==> src/rtl/halfband_27_serializer.sv <==
`default_nettype none
// ============================================================================
// Module : halfband_27_serializer
// Rounds and saturates the 8-channel halfband output word, buffers whole
// words in a small FIFO and streams one tagged channel per valid/ready beat.
// Rev    : 1.0  initial release
// ============================================================================
module halfband_27_serializer #(
  parameter int SHIFT = 8,
  parameter int OW    = 16,
  parameter int DEPTH = 4
) (
  input  logic                       c,
  input  logic                       reset_n,
  input  logic [191:0]               id,
  input  logic                       iv,
  output logic [OW-1:0]              od,
  output logic [2:0]                 ochan,
  output logic                       olast,
  output logic                       ovalid,
  input  logic                       oready,
  output logic                       overflow,
  output logic [$clog2(DEPTH+1)-1:0] level
);

  localparam int C_AW = $clog2(DEPTH);
  localparam int C_LW = $clog2(DEPTH + 1);
  localparam int C_WW = 8 * OW;
  localparam logic signed [24:0] C_BIAS = 25'((1 << SHIFT) >> 1);
  localparam logic signed [24:0] C_MAX  = 25'((1 << (OW - 1)) - 1);
  localparam logic signed [24:0] C_MIN  = -C_MAX - 25'sd1;

  logic [C_WW-1:0] w_rnd;

  for (genvar k = 0; k < 8; k++) begin : g_ch
    logic signed [24:0] w_t;
    logic signed [24:0] w_s;
    assign w_t = $signed({id[24*k+23], id[24*k +: 24]}) + C_BIAS;
    assign w_s = w_t >>> SHIFT;
    assign w_rnd[OW*k +: OW] = (w_s > C_MAX) ? C_MAX[OW-1:0] :
                               (w_s < C_MIN) ? C_MIN[OW-1:0] : w_s[OW-1:0];
  end

  logic [C_WW-1:0] r_rword;
  logic            r_rvalid;

  always_ff @(posedge c or negedge reset_n) begin
    if (!reset_n) begin
      r_rvalid <= 1'b0;
      r_rword  <= '0;
    end else begin
      r_rvalid <= iv;
      if (iv) r_rword <= w_rnd;
    end
  end

  logic [C_WW-1:0] r_mem [DEPTH];
  logic [C_AW-1:0] r_wptr;
  logic [C_AW-1:0] r_rptr;
  logic [C_LW-1:0] r_level;
  logic            r_overflow;
  logic            r_busy;
  logic [2:0]      r_chan;
  logic [C_WW-1:0] r_word;

  logic w_hs;
  logic w_done;
  logic w_empty;
  logic w_full;
  logic w_pop;
  logic w_push;

  // A word leaves the FIFO when it moves into the output word register,
  // which is either an idle output stage or the channel-7 handshake.
  assign w_hs    = r_busy & oready;
  assign w_done  = w_hs & (r_chan == 3'd7);
  assign w_empty = (r_level == '0);
  assign w_full  = (r_level == C_LW'(DEPTH));
  assign w_pop   = !w_empty & (!r_busy | w_done);
  assign w_push  = r_rvalid & (!w_full | w_pop);

  always_ff @(posedge c) begin
    if (w_push) r_mem[r_wptr] <= r_rword;
  end

  always_ff @(posedge c or negedge reset_n) begin
    if (!reset_n) begin
      r_wptr     <= '0;
      r_rptr     <= '0;
      r_level    <= '0;
      r_overflow <= 1'b0;
    end else begin
      if (w_push) r_wptr <= r_wptr + C_AW'(1);
      if (w_pop)  r_rptr <= r_rptr + C_AW'(1);
      if (w_push & !w_pop)      r_level <= r_level + C_LW'(1);
      else if (!w_push & w_pop) r_level <= r_level - C_LW'(1);
      if (r_rvalid & !w_push) r_overflow <= 1'b1;
    end
  end

  // On the last-channel handshake without a waiting word the counter
  // simply wraps to 0 and the stage goes idle.
  always_ff @(posedge c or negedge reset_n) begin
    if (!reset_n) begin
      r_busy <= 1'b0;
      r_chan <= 3'd0;
      r_word <= '0;
    end else if (w_pop) begin
      r_word <= r_mem[r_rptr];
      r_busy <= 1'b1;
      r_chan <= 3'd0;
    end else if (w_hs) begin
      if (w_done) r_busy <= 1'b0;
      r_chan <= r_chan + 3'd1;
    end
  end

  assign od       = r_word[OW*r_chan +: OW];
  assign ochan    = r_chan;
  assign olast    = (r_chan == 3'd7);
  assign ovalid   = r_busy;
  assign overflow = r_overflow;
  assign level    = r_level;

endmodule
`default_nettype wire

==> config.mk <==
export PLATFORM = sky130hd
export DESIGN_NAME = halfband_27_serializer
export DESIGN_NICKNAME = d
export VERILOG_FILES = /design/src/rtl/halfband_27_serializer.sv
export SDC_FILE = /design/constraint.sdc
export NUM_CORES = 1
export LEC_CHECK = 0
export ABC_AREA = 1
export CORE_ASPECT_RATIO = 1.5
export CORE_UTILIZATION = 53
export DETAILED_ROUTE_END_ITERATION = 8
export MAX_ROUTING_LAYER = met4
export PLACE_DENSITY = 0.85
export SLEW_MARGIN = 10
export SYNTH_ARGS = -nofsm -noshare
export SYNTH_HDL_FRONTEND = slang
export SYNTH_SLANG_ARGS = --single-unit
==> constraint.sdc <==
create_clock -name c -period 6.5 [get_ports c]
set_clock_uncertainty 0.05 [all_clocks]
set_input_delay 0.65 -clock c [delete_from_list [all_inputs] [get_ports c]]
set_output_delay 0.65 -clock c [all_outputs]
set_load 0.1 [all_outputs]
==> out/qor.csv, run 1 <==
metric,value,unit
Clock H-tree levels,3,
Crit Path Max Fanout,35,
Worst Path Arrival,4.62,ns
largest net degree at the start of global routing,145,
required time worst endpoint,5.80,ns
Area contributors post-synth,"edfxtp_1, dfrtp_1, nor2_1",
Post-Syn Nets,3419,
Die W,208.4,um
Metal-1 WL,30.07,mm
total number of vias,23736,
Sum Neg Setup Slack,0,ns
input/output buffers,164,
Yosys cell types,36,
1st-pass router iterations,6,
Site Rows,113,
Final setup viols,0,
routed length on met2,40.71,mm
sequential area share after synthesis,0.6530,
max-cap viol count,0,
Initial Util,0.5356,
Core ar.,63200,um2
crit path capture type,output pin,
Yosys top cell area share,0.4542,
routed len/inst,19.33,um
ANT cells,0,
Final Max Slew Viols,0,
CP Class,register to output pin,
grt total ovfl,0,
Post-Syn Area,33850,um2
power share of the clock group,0.244,
Reg power frac,0.445,
Max VDD drop,0.5259,mV
status,"complete, no violations",
final cell count without fillers,4160,
final core occ,0.6052,
Lkg Pwr,14.09,nW
Die Y,311.5,um
postcts setup bufs,0,
Yosys reg bits,781,
Syn. warnings,0,
final antenna-violating net count,0,
Gate Count Post-Synth,3207,
register area,22120,um2
crit path time final,5.321,ns
power per cell area,437.3,nW/um2
Inst Count DP,4032,
first-pass GRT wire length,124.7,mm
CTS Buf Count,69,
Placer Congestion,0.9221,
Nets,3510,
Vias/cell,5.706,
antenna violations before repair,0,
post_cts resized,0,
Root Driver,clkbuf_16,
P_int,10.31,mW
total routed wirelength,80.40,mm
area of the multi-input gates,10290,um2
Pwr Total,16.72,mW
met3 WL,5.583,mm
drt drc,0,
CP Launch Type,register,
CTS tree,yes,
IO Count,221,
Final Hold Vio Count,0,
CTS Hold Bufs,0,
clk buf depth,3,
crit share post-route,0.8185,
Switching Share,0.3837,
upper clock frequency limit,188.0,MHz
area grow syn2layout,12.98,%
share of layout cells above drive strength 1,0.09061,
Tot GR Track Use,0.2540,
HP Class,input port to asynchronous set/reset pin,
vias in the first global route,23003,
unrepaired setup endpoints after global routing,false,
Sink Count,781,
die area,64910,um2
Iter 0 DRT Violations,2282,
Slew HR,0.2441,
worst slew pin tran,1.134,ns
Logic pwr share,0.311,
clock transition at the registers of the reported paths,0.06,ns
switching power,6.417,mW
highest routed layer,met4,
Syn Area/Cell,10.56,um2
HPWL after DPL,50.40,mm
"Clk Latency, worst-skew pair",0.60,ns
Filler Cells Inserted,4769,
biggest area consumer among synthesized cells,edfxtp_1,
[layer usage]
metal | global-route usage | up-vias
met2 | 0.4298 | 1014
met3 | 0.02933 | 211
met5 | - | -
met1 | 0.3002 | 11412
met4 | 0.1288 | 0
li1 | - | 11099
[critical path, cell delays in order (launching register included)]
cell,delay [ns]
dfrtp_1,1.05
inv_1,0.79
a21oi_1,0.31
o21ai_0,0.13
nand2_1,0.14
nor2_1,0.05
a31oi_1,0.32
clkdlybuf4s50_1,1.21
[cells in the mapped netlist (all sizes together)]
cell and n:
a21oi 155, a31o 1, a31oi 80, buf 103, clkbuf 59, clkinv 1, dfrtp 269, edfxtp 512
fa 1, ha 15, inv 180, mux2 1, nand2 400, nand3 92, nand4 5, nor2 730
nor3 2, o21ai 403, o21bai 1, o22ai 64, or2 26, xnor2 39, xor2 68
[registers in the layout, summed over array words and instances (netlist names)]
name	cells
r_mem	512
level	3
r_rvalid	1
r_word	128
ovalid	1
r_rword	128
r_rptr	2
overflow	1
ochan	3
r_wptr	2
[final timing paths]
path                                 startpoint                       to  slack (ns)  cells after the start
hold / removal                          reset_n     level[1]$_DFFE_PN0P_       0.002                      1
setup reg to reg           ochan[1]$_DFFE_PN0P_  r_mem[0][106]$_DFFE_PP_        2.41                      9
min in group c                               iv       r_rvalid$_DFF_PN0_        0.25                      1
max in group asynchronous               reset_n  r_word[125]$_DFFE_PN0P_        4.92                      2
setup / recovery           ochan[1]$_DFFE_PN0P_                   od[15]        1.18                      7
hold reg to reg            overflow$_DFFE_PN0P_     overflow$_DFFE_PN0P_        0.44                      1
[final cells by class]
type                       count  area share
clock inverter                37     0.01017
multi-input combinational   2083      0.2691
sequential                   781      0.5782
timing repair buffer         182     0.04848
tap                          805     0.02633
inverter                     181     0.01806
clock buffer                  91     0.04966
[power by group through the flow]
stage / registers [mW] / clock network [mW] / logic [mW]
floorplan: 7.25 / 0 / 3.68
detailed placement: 7.50 / 0 / 5.11
finish: 7.45 / 4.09 / 5.19
CTS: 7.41 / 4.12 / 5.17
global route: 7.51 / 4.31 / 5.61
global placement: 7.45 / 0 / 4.96
[layout by cell type (no fill, tap or decap), drive strengths merged, types with 68 or more instances in the layout]
master         count
a21oi            155
a31oi             80
clkbuf            91
clkdlybuf4s50    162
dfrtp            269
edfxtp           512
inv              183
nand2            400
nand3             92
nor2             730
o21ai            403
xor2              68
[stage by stage]
stage | hold slack, ns | setup slack [ns] | cell area, um2
after global routing | 0.1089 | 0.8533 | 38250
after floorplan | 0.3044 | -2.052 | 33850
final | 0.002213 | 1.179 | 38250
after global placement | 0.4305 | 1.972 | 35960
after detailed placement | 0.4253 | 1.955 | 35960
after CTS | 0.07996 | 1.285 | 38250
[cells by family after synthesis]
group,synth area share
AO/OA/AOI/OAI,0.1162
XOR/XNOR,0.02768
adder cells (fa/ha/maj),0.006135
buffers and inverters,0.04383
flip-flops,0.6530
multiplexers,0.0003326
AND/OR/NAND/NOR,0.1528
No activity file was read; power rests on OpenSTA's default activity.
==> run 2, diff against run 1 <==
--- a/config.mk
+++ b/config.mk
@@ -10,7 +10,7 @@
 export CORE_UTILIZATION = 53
 export DETAILED_ROUTE_END_ITERATION = 8
 export MAX_ROUTING_LAYER = met4
-export PLACE_DENSITY = 0.85
+export PLACE_DENSITY = 0.82
 export SLEW_MARGIN = 10
 export SYNTH_ARGS = -nofsm -noshare
 export SYNTH_HDL_FRONTEND = slang
==> constraint.sdc (replaced) <==
create_clock -name c -period 5 [get_ports c]
set_clock_uncertainty 0.05 [all_clocks]
set_input_delay 0.5 -clock c [delete_from_list [all_inputs] [get_ports c]]
set_output_delay 0.5 -clock c [all_outputs]
set_load 0.1 [all_outputs]
==> run 2 against run 1 <==
Compared with the run above: sequential power grew 27%; sequential share of layout area shrank 0.35 points; worst hold slack gained 0.25 ns; count of clock-buffer cells in the layout grew 1; largest power group unchanged; clock power grew 28%; largest cell class unchanged; wire length grew 0.70%.
==> out/qor.csv, run 2 (same netlist as run 1, synthesis figures left out) <==
metric,value,unit,change
max reg flops,512,,unchanged
Initial Util,0.5356,,unchanged
status,"complete, no violations",,
Worst Path Buf+Inv,4,,+2
vias in the first global route,23136,,+0.58%
Die Y,311.5,um,unchanged
power per cell area,566.3,nW/um2,+30%
Tot GR Track Use,0.2576,,+0.003622
final antenna-violating net count,0,,unchanged
Die W,208.4,um,unchanged
1st-pass router iterations,8,,+2
crit path cell chain,buf_4 -> inv_1 -> buf_4 -> a21oi_1 -> o21ai_0 -> nand2_1 -> nor2_1 -> a31oi_1 -> buf_4,,
Site Rows,113,,unchanged
pre-CTS setup slack,1.764,ns,-0.1904 ns
switching power,8.385,mW,+31%
worst slew pin tran,1.065,ns,-0.06931 ns
post_cts resized,0,,unchanged
Hold Startpoint,iv,,
ANT cells,0,,unchanged
most frequent cells in the layout,"nor2_1, edfxtp_1, nand2_1",,
IO Count,221,,unchanged
area grow syn2layout,13.68,%,
Root Driver,clkbuf_16,,
final core occ,0.6089,,+0.003702
Crit Path Max Fanout,66,,+89%
Logic pwr share,0.325,,+0.014
Critical-path top delay cell,buf_4,,
upper clock frequency limit,256.9,MHz,
Reg power frac,0.435,,-0.010
CP max stage delay,0.49,ns,-0.72 ns
antenna violations before repair,0,,unchanged
crit path time final,3.893,ns,
Lkg Pwr,14.23,nW,+0.99%
"Clk Latency, worst-skew pair",0.61,ns,about the same
Crit path top cell by count,buf_4,,
CTS Buf Count,68,,-1.4%
CP Launch Type,register,,
CTS Hold Bufs,1,,+1
total number of vias,23659,,-0.32%
max-cap viol count,0,,unchanged
fin worst setup slack,1.107,ns,-0.07257 ns
Filler Cells Inserted,4775,,+0.13%
HP Class,input port to register,,
clk buf depth,3,,unchanged
Largest Register,r_mem,,
Final Max Slew Viols,0,,unchanged
first-pass GRT wire length,125.7,mm,+0.79%
share of layout cells above drive strength 1,0.09846,,+0.007847
Nets,3528,,+0.51%
HPWL after DPL,51.14,mm,+1.5%
Sum Neg Setup Slack,0,ns,unchanged
Final Hold Vio Count,0,,unchanged
Slew HR,0.2895,,+0.04543
Iter 0 DRT Violations,2240,,-1.8%
CP Class,register to output pin,,
Placer Congestion,0.9152,,-0.75%
postcts setup bufs,0,,unchanged
grt total ovfl,0,,unchanged
Final setup viols,0,,unchanged
crit path capture type,output pin,,
Setup crit start,ochan[0]$_DFFE_PN0P_,,
routed len/inst,19.38,um,+0.29%
P_int,13.41,mW,+30%
Vias/cell,5.664,,-0.73%
total routed wirelength,80.96,mm,+0.70%
unrepaired setup endpoints after global routing,false,,
crit share post-route,0.7786,,
power share of the clock group,0.240,,-0.004
Switching Share,0.3848,,+0.001085
Worst Path Arrival,3.34,ns,-1.28 ns
largest net degree at the start of global routing,188,,+30%
required time worst endpoint,4.45,ns,-1.35 ns
Largest regs,"r_mem: 512 flops, r_rword: 128 flops, r_word: 128 flops",,
die area,64910,um2,unchanged
Reg-to-Reg Start,ochan[1]$_DFFE_PN0P_,,
CTS tree,yes,,
Clock H-tree levels,3,,unchanged
Core ar.,63200,um2,unchanged
Max VDD drop,0.6126,mV,+16%
drt drc,0,,unchanged
Sink Count,781,,unchanged
"commonest non-fill, non-tap cell in the layout",nor2_1,,
clock transition at the registers of the reported paths,0.07,ns,about the same
Pwr Total,21.79,mW,+30%
input/output buffers,164,,unchanged
critical path's top delay family,buffers and inverters,,
run 2: power groups by stage:
| stage | logic, mW | clock network (mW) | registers, mW |
|---|---|---|---|
| 6_report | 7.08 | 5.23 | 9.48 |
| 5_1_grt | 7.64 | 5.51 | 9.57 |
| 4_1_cts | 7.04 | 5.28 | 9.46 |
| 2_1_floorplan | 4.80 | 0 | 9.28 |
| 3_5_place_dp | 6.93 | 0 | 9.57 |
| 3_3_place_gp | 6.77 | 0 | 9.49 |
run 2: routing by layer:
layer / track usage / up-vias / wire length, um
met2: 0.4385 / 980 / 41310
met4: 0.1421 / 0 / 4551
met1: 0.2955 / 11341 / 29800
met3: 0.03225 / 216 / 5298
met5: - / - / 0
li1: - / 11122 / -
run 2: final timing paths:
| path | depth (start not counted) | slack, ns | endpoint |
|---|---|---|---|
| max | 9 | 1.11 | od[13] |
| min | 1 | 0.25 | r_rvalid$_DFF_PN0_ |
| max reg2reg | 10 | 1.75 | r_mem[2][28]$_DFFE_PP_ |
| min reg2reg | 1 | 0.43 | overflow$_DFFE_PN0P_ |
| max in group asynchronous | 3 | 3.25 | r_rword[64]$_DFFE_PN0P_ |
| min in group asynchronous | 2 | 0.40 | level[1]$_DFFE_PN0P_ |
run 2: final cells by class:
type	instances	area (um2)	area share
Inverter	181	690.7	0.01795
Clock buffer	92	1862	0.04838
Tap cell	805	1007	0.02617
Multi-Input combinational cell	2083	10290	0.2675
Sequential cell	781	22120	0.5747
Clock inverter	34	386.6	0.01005
Timing Repair Buffer	201	2126	0.05524
run 2: worst reg2reg max path: cells and delay by family (launching register included):
kind | cells | cell delay [ns]
buffers and inverters | 2 | 0.68
flip-flops | 1 | 0.32
AND/OR/NAND/NOR | 6 | 1.46
adder cells (fa/ha/maj) | 2 | 0.40
run 2: metrics by stage:
step	std cells	area, um2	hold WS [ns]
after global routing	4177	38480	0.2950
after CTS	4177	38480	0.2571
after detailed placement	4050	36220	0.4204
final	4177	38480	0.2503
after floorplan	3207	33890	0.1544
after global placement	4050	36220	0.4027
